===== src/rtl/reg_file_pip_if.sv =====
// Bundles the writeback bus, the decode read requests and the registered
// operands that pass between the pipeline and the integer register file.
interface reg_file_pip_if #(
   parameter int XLEN = 32,
   parameter int AW   = 5
);
   logic            wb_we;
   logic [AW-1:0]   wb_rd;
   logic [XLEN-1:0] wb_data;
   logic [AW-1:0]   rs1_addr;
   logic [AW-1:0]   rs2_addr;
   logic            stall;
   logic            flush;
   logic [XLEN-1:0] rs1_data;
   logic [XLEN-1:0] rs2_data;
   logic [AW-1:0]   rs1_idx_q;
   logic [AW-1:0]   rs2_idx_q;

   modport master (
      output wb_we, wb_rd, wb_data, rs1_addr, rs2_addr, stall, flush,
      input  rs1_data, rs2_data, rs1_idx_q, rs2_idx_q
   );

   modport slave (
      input  wb_we, wb_rd, wb_data, rs1_addr, rs2_addr, stall, flush,
      output rs1_data, rs2_data, rs1_idx_q, rs2_idx_q
   );
endinterface


===== src/rtl/reg_file_pip.sv =====
// RV32I integer register file with write-through bypass, stall hold with
// writeback refresh of held operands, and flush-to-zero read outputs.
module reg_file_pip #(
   parameter int XLEN  = 32,
   parameter int NREGS = 32,
   parameter int AW    = 5
) (
   input logic          clk,
   input logic          rst_n,
   reg_file_pip_if.slave bus
);
   logic [XLEN-1:0] regs_r [NREGS];
   logic [XLEN-1:0] rs1_data_r, rs2_data_r;
   logic [AW-1:0]   rs1_idx_r, rs2_idx_r;
   logic [XLEN-1:0] rs1_data_s, rs2_data_s;
   logic [AW-1:0]   rs1_idx_s, rs2_idx_s;
   logic            wr_s;

   assign wr_s = bus.wb_we && (bus.wb_rd != {AW{1'b0}});

   // Register array write port; x0 is never written so it stays zero.
   always_ff @(posedge clk or negedge rst_n) begin
      if (!rst_n) begin
         for (int i = 0; i < NREGS; i++) begin
            regs_r[i] <= {XLEN{1'b0}};
         end
      end else begin
         if (wr_s) begin
            regs_r[bus.wb_rd] <= bus.wb_data;
         end
      end
   end

   // Next read-port state: flush beats stall; a stalled port only picks up a
   // writeback aimed at the index it is holding, so load-use stalls stay fresh.
   always_comb begin
      rs1_data_s = rs1_data_r;
      rs2_data_s = rs2_data_r;
      rs1_idx_s  = rs1_idx_r;
      rs2_idx_s  = rs2_idx_r;
      if (bus.flush) begin
         rs1_data_s = {XLEN{1'b0}};
         rs2_data_s = {XLEN{1'b0}};
         rs1_idx_s  = {AW{1'b0}};
         rs2_idx_s  = {AW{1'b0}};
      end else if (bus.stall) begin
         if (wr_s && (bus.wb_rd == rs1_idx_r)) begin
            rs1_data_s = bus.wb_data;
         end else begin
            rs1_data_s = rs1_data_r;
         end
         if (wr_s && (bus.wb_rd == rs2_idx_r)) begin
            rs2_data_s = bus.wb_data;
         end else begin
            rs2_data_s = rs2_data_r;
         end
      end else begin
         rs1_idx_s = bus.rs1_addr;
         rs2_idx_s = bus.rs2_addr;
         if (bus.rs1_addr == {AW{1'b0}}) begin
            rs1_data_s = {XLEN{1'b0}};
         end else if (wr_s && (bus.wb_rd == bus.rs1_addr)) begin
            rs1_data_s = bus.wb_data;
         end else begin
            rs1_data_s = regs_r[bus.rs1_addr];
         end
         if (bus.rs2_addr == {AW{1'b0}}) begin
            rs2_data_s = {XLEN{1'b0}};
         end else if (wr_s && (bus.wb_rd == bus.rs2_addr)) begin
            rs2_data_s = bus.wb_data;
         end else begin
            rs2_data_s = regs_r[bus.rs2_addr];
         end
      end
   end

   // Registered read-port outputs.
   always_ff @(posedge clk or negedge rst_n) begin
      if (!rst_n) begin
         rs1_data_r <= {XLEN{1'b0}};
         rs2_data_r <= {XLEN{1'b0}};
         rs1_idx_r  <= {AW{1'b0}};
         rs2_idx_r  <= {AW{1'b0}};
      end else begin
         rs1_data_r <= rs1_data_s;
         rs2_data_r <= rs2_data_s;
         rs1_idx_r  <= rs1_idx_s;
         rs2_idx_r  <= rs2_idx_s;
      end
   end

   assign bus.rs1_data  = rs1_data_r;
   assign bus.rs2_data  = rs2_data_r;
   assign bus.rs1_idx_q = rs1_idx_r;
   assign bus.rs2_idx_q = rs2_idx_r;
endmodule

===== src/flat_wrapper.sv =====
// flat-port wrapper written by rule: the top's interface ports become plain ports
module reg_file_pip_flat 
#(
   parameter int XLEN  = 32,
   parameter int NREGS = 32,
   parameter int AW    = 5
)
  (clk, rst_n, bus_wb_we, bus_wb_rd, bus_wb_data, bus_rs1_addr, bus_rs2_addr, bus_stall, bus_flush, bus_rs1_data, bus_rs2_data, bus_rs1_idx_q, bus_rs2_idx_q);
  reg_file_pip_if #(.XLEN(XLEN), .AW(AW)) bus_i ();
  input logic clk;
  input logic rst_n;
  input wire logic [$bits(bus_i.wb_we)-1:0] bus_wb_we;
  input wire logic [$bits(bus_i.wb_rd)-1:0] bus_wb_rd;
  input wire logic [$bits(bus_i.wb_data)-1:0] bus_wb_data;
  input wire logic [$bits(bus_i.rs1_addr)-1:0] bus_rs1_addr;
  input wire logic [$bits(bus_i.rs2_addr)-1:0] bus_rs2_addr;
  input wire logic [$bits(bus_i.stall)-1:0] bus_stall;
  input wire logic [$bits(bus_i.flush)-1:0] bus_flush;
  output wire logic [$bits(bus_i.rs1_data)-1:0] bus_rs1_data;
  output wire logic [$bits(bus_i.rs2_data)-1:0] bus_rs2_data;
  output wire logic [$bits(bus_i.rs1_idx_q)-1:0] bus_rs1_idx_q;
  output wire logic [$bits(bus_i.rs2_idx_q)-1:0] bus_rs2_idx_q;
  assign bus_i.wb_we = bus_wb_we;
  assign bus_i.wb_rd = bus_wb_rd;
  assign bus_i.wb_data = bus_wb_data;
  assign bus_i.rs1_addr = bus_rs1_addr;
  assign bus_i.rs2_addr = bus_rs2_addr;
  assign bus_i.stall = bus_stall;
  assign bus_i.flush = bus_flush;
  assign bus_rs1_data = bus_i.rs1_data;
  assign bus_rs2_data = bus_i.rs2_data;
  assign bus_rs1_idx_q = bus_i.rs1_idx_q;
  assign bus_rs2_idx_q = bus_i.rs2_idx_q;
  reg_file_pip #(.XLEN(XLEN), .NREGS(NREGS), .AW(AW)) u_core (.clk(clk), .rst_n(rst_n), .bus(bus_i));
endmodule

===== config.mk =====
export PLATFORM = sky130hd
export DESIGN_NAME = reg_file_pip_flat
export DESIGN_NICKNAME = d
export VERILOG_FILES = /design/src/rtl/reg_file_pip_if.sv /design/src/rtl/reg_file_pip.sv /design/src/flat_wrapper.sv
export SDC_FILE = /design/constraint.sdc
export NUM_CORES = 2
export LEC_CHECK = 0
export BUFFER_PORTS_ARGS = -buffer_cell sky130_fd_sc_hd__buf_2
export CORE_MARGIN = 2
export CORE_UTILIZATION = 57
export DETAILED_ROUTE_END_ITERATION = 12
export PLACE_DENSITY = 0.82
export SLEW_MARGIN = 20
export SYNTH_ARGS = -nofsm -noshare
export SYNTH_HDL_FRONTEND = slang
export SYNTH_SLANG_ARGS = --single-unit
export TNS_END_PERCENT = 5

===== constraint.sdc =====
create_clock -name clk -period 1.9 [get_ports clk]
set_input_delay 0.095 -clock clk [delete_from_list [all_inputs] [get_ports clk]]
set_output_delay 0.095 -clock clk [all_outputs]
set_load 0.02 [all_outputs]

# Word-level counts from Yosys, hierarchy flattened
# Cells that the tools add are included.
# totals
memories	0
latch_bits	0
wordCells	82
output_inout_bits	74
ff_bits	1098
romBits	0
ram_bits	0
# op_classes
eq_ne	7
n_lt_le_gt_ge	4
n_mul	0
n_mux	23
n_bitwise	3
n_reduce_logical	9
n_addsub	0
n_shift	0
n_div	0
# ops
operator	count
1024-bit bitwise mux	1
32-bit two-way mux	15
32-bit binary-select mux with 5-bit select	2
32-bit demux with 5-bit select	1
5-bit equality test	4
5-bit two-way mux	4
6-bit >= comparator (second input constant)	3
5-bit NOT with 6-bit output	3
5-bit zero test	2
1-bit logical AND	6
6-bit by 1-bit < comparator with 1-bit output (second input constant)	1
3-bit by 1-bit != test with 1-bit output (second input constant)	2
5-bit nonzero test	1
2-bit by 1-bit != test with 1-bit output (second input constant)	1

# Depth between registers and ports, before layout
# depth
word_depth	8
mapped_depth	10
mapped_depth_nobuf	5

# Least setup slack after synthesis
# No wires, ideal clock.
# synth_path
path_type	input to register
startpoint	in bus_rs1_addr[0]
endpoint	reg u_core.rs1_data_r[1], in the netlist u_core.bus.rs1_data[1]
cell_stages	7
path_buffers	3
path_slack_ps	-37
arrival_time_ps	1811
required_time_ps	1774
setup_ps	126
path_cell_list	buf_4 -> buf_6 -> buf_2 -> mux4_2 -> a221oi_1 -> a211oi_1 -> a221o_1
# synth_between
elab_chain_cells	8
# synth_lines
item	line	text
start, declared	flat_wrapper.sv:15	input wire logic [$bits(bus_i.rs1_addr)-1:0] bus_rs1_addr;
5-bit NOT with 6-bit output (not written as such)	reg_file_pip.sv:65	rs1_data_s = regs_r[bus.rs1_addr];
32-bit binary-select mux with 5-bit select	reg_file_pip.sv:65	
32-bit two-way mux (not written as such) (2 in series)	reg_file_pip.sv:65	
32-bit two-way mux	reg_file_pip.sv:62	end else if (wr_s && (bus.wb_rd == bus.rs1_addr)) begin
32-bit two-way mux (*)	reg_file_pip.sv:60	if (bus.rs1_addr == {AW{1'b0}}) begin
32-bit two-way mux (*)	reg_file_pip.sv:46	end else if (bus.stall) begin
32-bit two-way mux (*)	reg_file_pip.sv:41	if (bus.flush) begin
end signal, assigned	reg_file_pip.sv:80	rs1_data_r <= {XLEN{1'b0}};
end signal, assigned	reg_file_pip.sv:85	rs1_data_r <= rs1_data_s;
end, declared	reg_file_pip.sv:13	logic [XLEN-1:0] rs1_data_r, rs2_data_r;
# Mark *: on every way between the ends. The rest lies on a longest branch, timed or not. The select of a mux whose other input is x is not followed.
# A chain may end at the register's enable or synchronous reset.

# Worst setup path after layout
# layout_path
startpoint	reg u_core.regs_r[246] (netlist bit)
endpoint	reg u_core.rs1_data_r[22], in the netlist u_core.bus.rs1_data[22]
# layout_between
elab_chain_cells	7
# layout_lines
item	line	text
start, declared	reg_file_pip.sv:12	logic [XLEN-1:0] regs_r [NREGS];
start signal, assigned by index	reg_file_pip.sv:25	regs_r[i] <= {XLEN{1'b0}};
start signal, assigned by index	reg_file_pip.sv:29	regs_r[bus.wb_rd] <= bus.wb_data;
32-bit binary-select mux with 5-bit select	reg_file_pip.sv:65	
32-bit two-way mux (not written as such) (2 in series)	reg_file_pip.sv:65	
32-bit two-way mux	reg_file_pip.sv:62	
32-bit two-way mux	reg_file_pip.sv:60	
32-bit two-way mux	reg_file_pip.sv:46	
32-bit two-way mux	reg_file_pip.sv:41	
# Every way passes these cells. The select of a mux whose other input is x is not followed.

==> reports/qor.yml <==
yosys:
  synthArstFlopShare_pct: 100
  synth_flop_cell: "dfrtp_1"
  synth_seq_area_share_pct: 47.9
  syn_area_per_cell_um2: 14.4
  synth_cells: 3987
  ys_warn_count: 0
  synth_area_leaders: "dfrtp_1, mux2_2, mux4_2, mux2i_1, clkbuf_1"
  synth_top_area_share_pct: 47.9
  ys_types: 49
  synth.cell_area_um2: 57400
  synth_edf_count: 0
  synth_fp_nets: 4039
  synth_common_cells: "dfrtp_1, mux2_2, mux2i_1"
  synth_most_common_cell: "dfrtp_1"
  yosysTopAreaCell: "dfrtp_1"
  synth-seq-cells: 1098
worst_hold_path:
  min_from: "bus_wb_data[13]"
  min_delay_path_depth: 2
  hold_class: "primary input to flop"
  min_to: "u_core.regs_r[845]"
grt:
  grt_antenna_before_repair: 15
  overflow: 0
  track_usage_pct: 38.6
  grt_pass1_wl_um: 293000
  grt_pass1_vias: 44100
  grt_max_degree: 107
worst_setup_path:
  worstPathRequired_ns: 2.50
  reg2reg_slack_ns: -0.11
  reg2reg_to: "u_core.bus.rs1_data[22]"
  crit_path_end_kind: "flop"
  crit_path_max_incr_delay_ns: 0.47
  r2r-start: "u_core.regs_r[246]"
  crit_fanout: 2
  r2r.worst_path.cells: 5
  cp_cell_sequence: "mux4_2 > mux2_2 > a221oi_2 > a211oi_2 > a221o_1"
  worstPathArrival_ns: 2.61
  cp-start-kind: "flop"
  worstSetupPathType: "flop to flop"
  worst_path_max_delay_cell: "mux4_2"
timing:
  skew_ns: 0.0209
  slew_violations: 0
  grt_setup_unrepaired: "true"
  slew_headroom_pct: 34.1
  period_needed_ns: 2.01
  finalSetupViolations: 42
  min_period_over_period_pct: 106
  worst_slew_pin_slew_ns: 0.987
  setup_ws_ns: -0.111
  hold_viol_final: 0
  fmax_mhz: 497
job:
  cap_violations: 0
floorplan:
  die_area_um2: 103000
  row_count: 116
  die-height_um: 321
  start_util_pct: 57.4
  coreArea_um2: 100000
  pin_count: 126
  die_width_um: 321
placement:
  preCtsSetupSlack_ns: -0.520
  portBuffers: 125
  hpwl_um: 126000
  place.gp.congestion: 0.900
clock_tree:
  numCtsBuffers: 110
  clk_pin_slew_ns: 0.07
  clockRootBuffer: "clkbuf_16"
  cts_tree: "done"
  htree_num_levels: 3
  worstSkewPairLatency_ns: 0.73
  clockBufferDepth: 3
  cts.sink_count: 1098
detailed_routing:
  drt_iter0_drc: 5168
  drt_wl_total_um: 199000
  vias: 42600
  ant_nets: 0
  first_pass_iters: 8
  drcViolationCount: 0
  via_per_inst: 7.43
  wire_per_inst_um: 34.6
finish:
  syn_to_final_growth_pct: 19.0
  layout-drive-gt1-share_pct: 53.1
  final_nets: 4398
power_and_ir_drop:
  pwr_density_cell_nw_per_um2: 1010
  ir_worst_vdd_uv: 760
  power_w: 0.0690
  p_leak_nw: 30.6
status:
  failed_checks: "setup timing"
  status: "finished, violations left"
[metal layers]
metal / track usage, % / vias to the layer above / routed length [um]
li1: - / 16200 / -
met1: 49.2 / 21900 / 69900
met2: 56.1 / 3481 / 86200
met3: 13.2 / 994 / 26900
met4: 25.9 / 16 / 15600
met5: 0 / - / 86
[layout make-up]
class	count	area [um^2]
multi-input cells	2429	28500
repair buffers	707	6850
diodes	10	25.0
clock buffers	155	3200
fillers	6458	31700
flip-flops and latches	1098	27500
well taps	1298	1620
clock inverters	42	582
[logic make-up (layout without fill, tap and decap cells)]
| logic type | after synthesis | in the layout | synth area share (%) |
|---|---|---|---|
| DFF | 1098 | 1098 | 47.9 |
| buffers and inverters | 460 | 904 | 3.68 |
| AOI/OAI and AO/OA | 458 | 458 | 6.61 |
| and+or+nand+nor | 229 | 229 | 1.95 |
| muxes | 1722 | 1722 | 39.6 |
| other | 0 | 10 | 0 |
| xor gates and xnor gates | 20 | 20 | 0.305 |
[worst max-delay path by stage]
stage / start / to / slack [ns] / cells past startpoint
floorplan: bus_rs2_addr[0] / u_core.bus.rs2_data[10] / -0.03 / 9
global route: u_core.regs_r[40] / u_core.bus.rs2_data[8] / -0.12 / 6
detailed placement: bus_rs2_addr[3] / u_core.bus.rs2_data[6] / -0.52 / 7
global placement: bus_rs2_addr[3] / u_core.bus.rs2_data[6] / -0.46 / 7
finish: u_core.regs_r[246] / u_core.bus.rs1_data[22] / -0.11 / 5
CTS: u_core.regs_r[682] / u_core.bus.rs2_data[10] / -0.1 / 6
[per-stage QoR]
| stage | util [%] | hold WS [ns] | TNS, ns | instances | area [um^2] |
|---|---|---|---|---|---|
| 2_1_floorplan | - | -0.201 | -0.946 | 3987 | 57400 |
| 3_3_place_gp | 64.0 | -0.0227 | -46.35 | 5522 | 64000 |
| 3_5_place_dp | 64.0 | -0.0223 | -64.53 | 5522 | 64000 |
| 4_1_cts | 68.1 | 0.00310 | -0.613 | 5727 | 68100 |
| 5_1_grt | 68.3 | 0.0286 | -4.00 | 5733 | 68300 |
| 6_report | 68.3 | 0.0376 | -1.55 | 5739 | 68300 |
[registers in the layout, indices dropped and copies added, names as in the netlist]
signal	cells
u_core.bus.rs1_data	32
u_core.bus.rs2_idx_q	5
u_core.regs_r	1024
u_core.bus.rs2_data	32
u_core.bus.rs1_idx_q	5
[worst max-delay path: cells and delay by family, from the launching register on]
kind	cells	cell delay, ns
flip-flops	1	0.41
multiplexers	2	0.78
AO/OA/AOI/OAI	3	0.71
[what timing repair did]
action | in CTS | in global routing
hold buffers | 9 | 0
buffers inserted | 3 | 2
resized for setup | 49 | 19
hold endpoints to repair | 1115 | 0
pin swaps | 15 | 15
setup endpoints to repair | 56 | 63
[cells in the final DEF, fill, tap and decap left out, types with 16 or more instances in the layout]
cell type / Yosys / final
a211oi_1: 70 / 52
mux2_2: 1024 / 1021
a221o_1: 65 / 65
mux2i_1: 361 / 361
a21oi_1: 28 / 28
a2111oi_2: 9 / 22
clkinv_2: 0 / 19
a211oi_2: 0 / 16
mux4_2: 337 / 337
buf_4: 27 / 436
nand4_1: 16 / 16
a2bb2oi_1: 17 / 17
a22oi_1: 16 / 16
dfrtp_1: 1098 / 1098
clkbuf_16: 0 / 110
clkbuf_8: 0 / 29
buf_12: 0 / 142
nand2_1: 90 / 75
clkbuf_1: 272 / 17
o22ai_1: 62 / 62
buf_2: 83 / 115
nor4_1: 31 / 27
nor2_4: 0 / 18
nand3_1: 24 / 24
o221ai_1: 64 / 64
a22o_1: 62 / 61
a221oi_1: 31 / 23
[report_power, final]
| part | internal (W) | switching [W] |
|---|---|---|
| clock | 0.0133 | 0.00974 |
| combinational | 0.00848 | 0.00627 |
| sequential | 0.0276 | 0.00357 |
(Power assumes the default switching activity.)
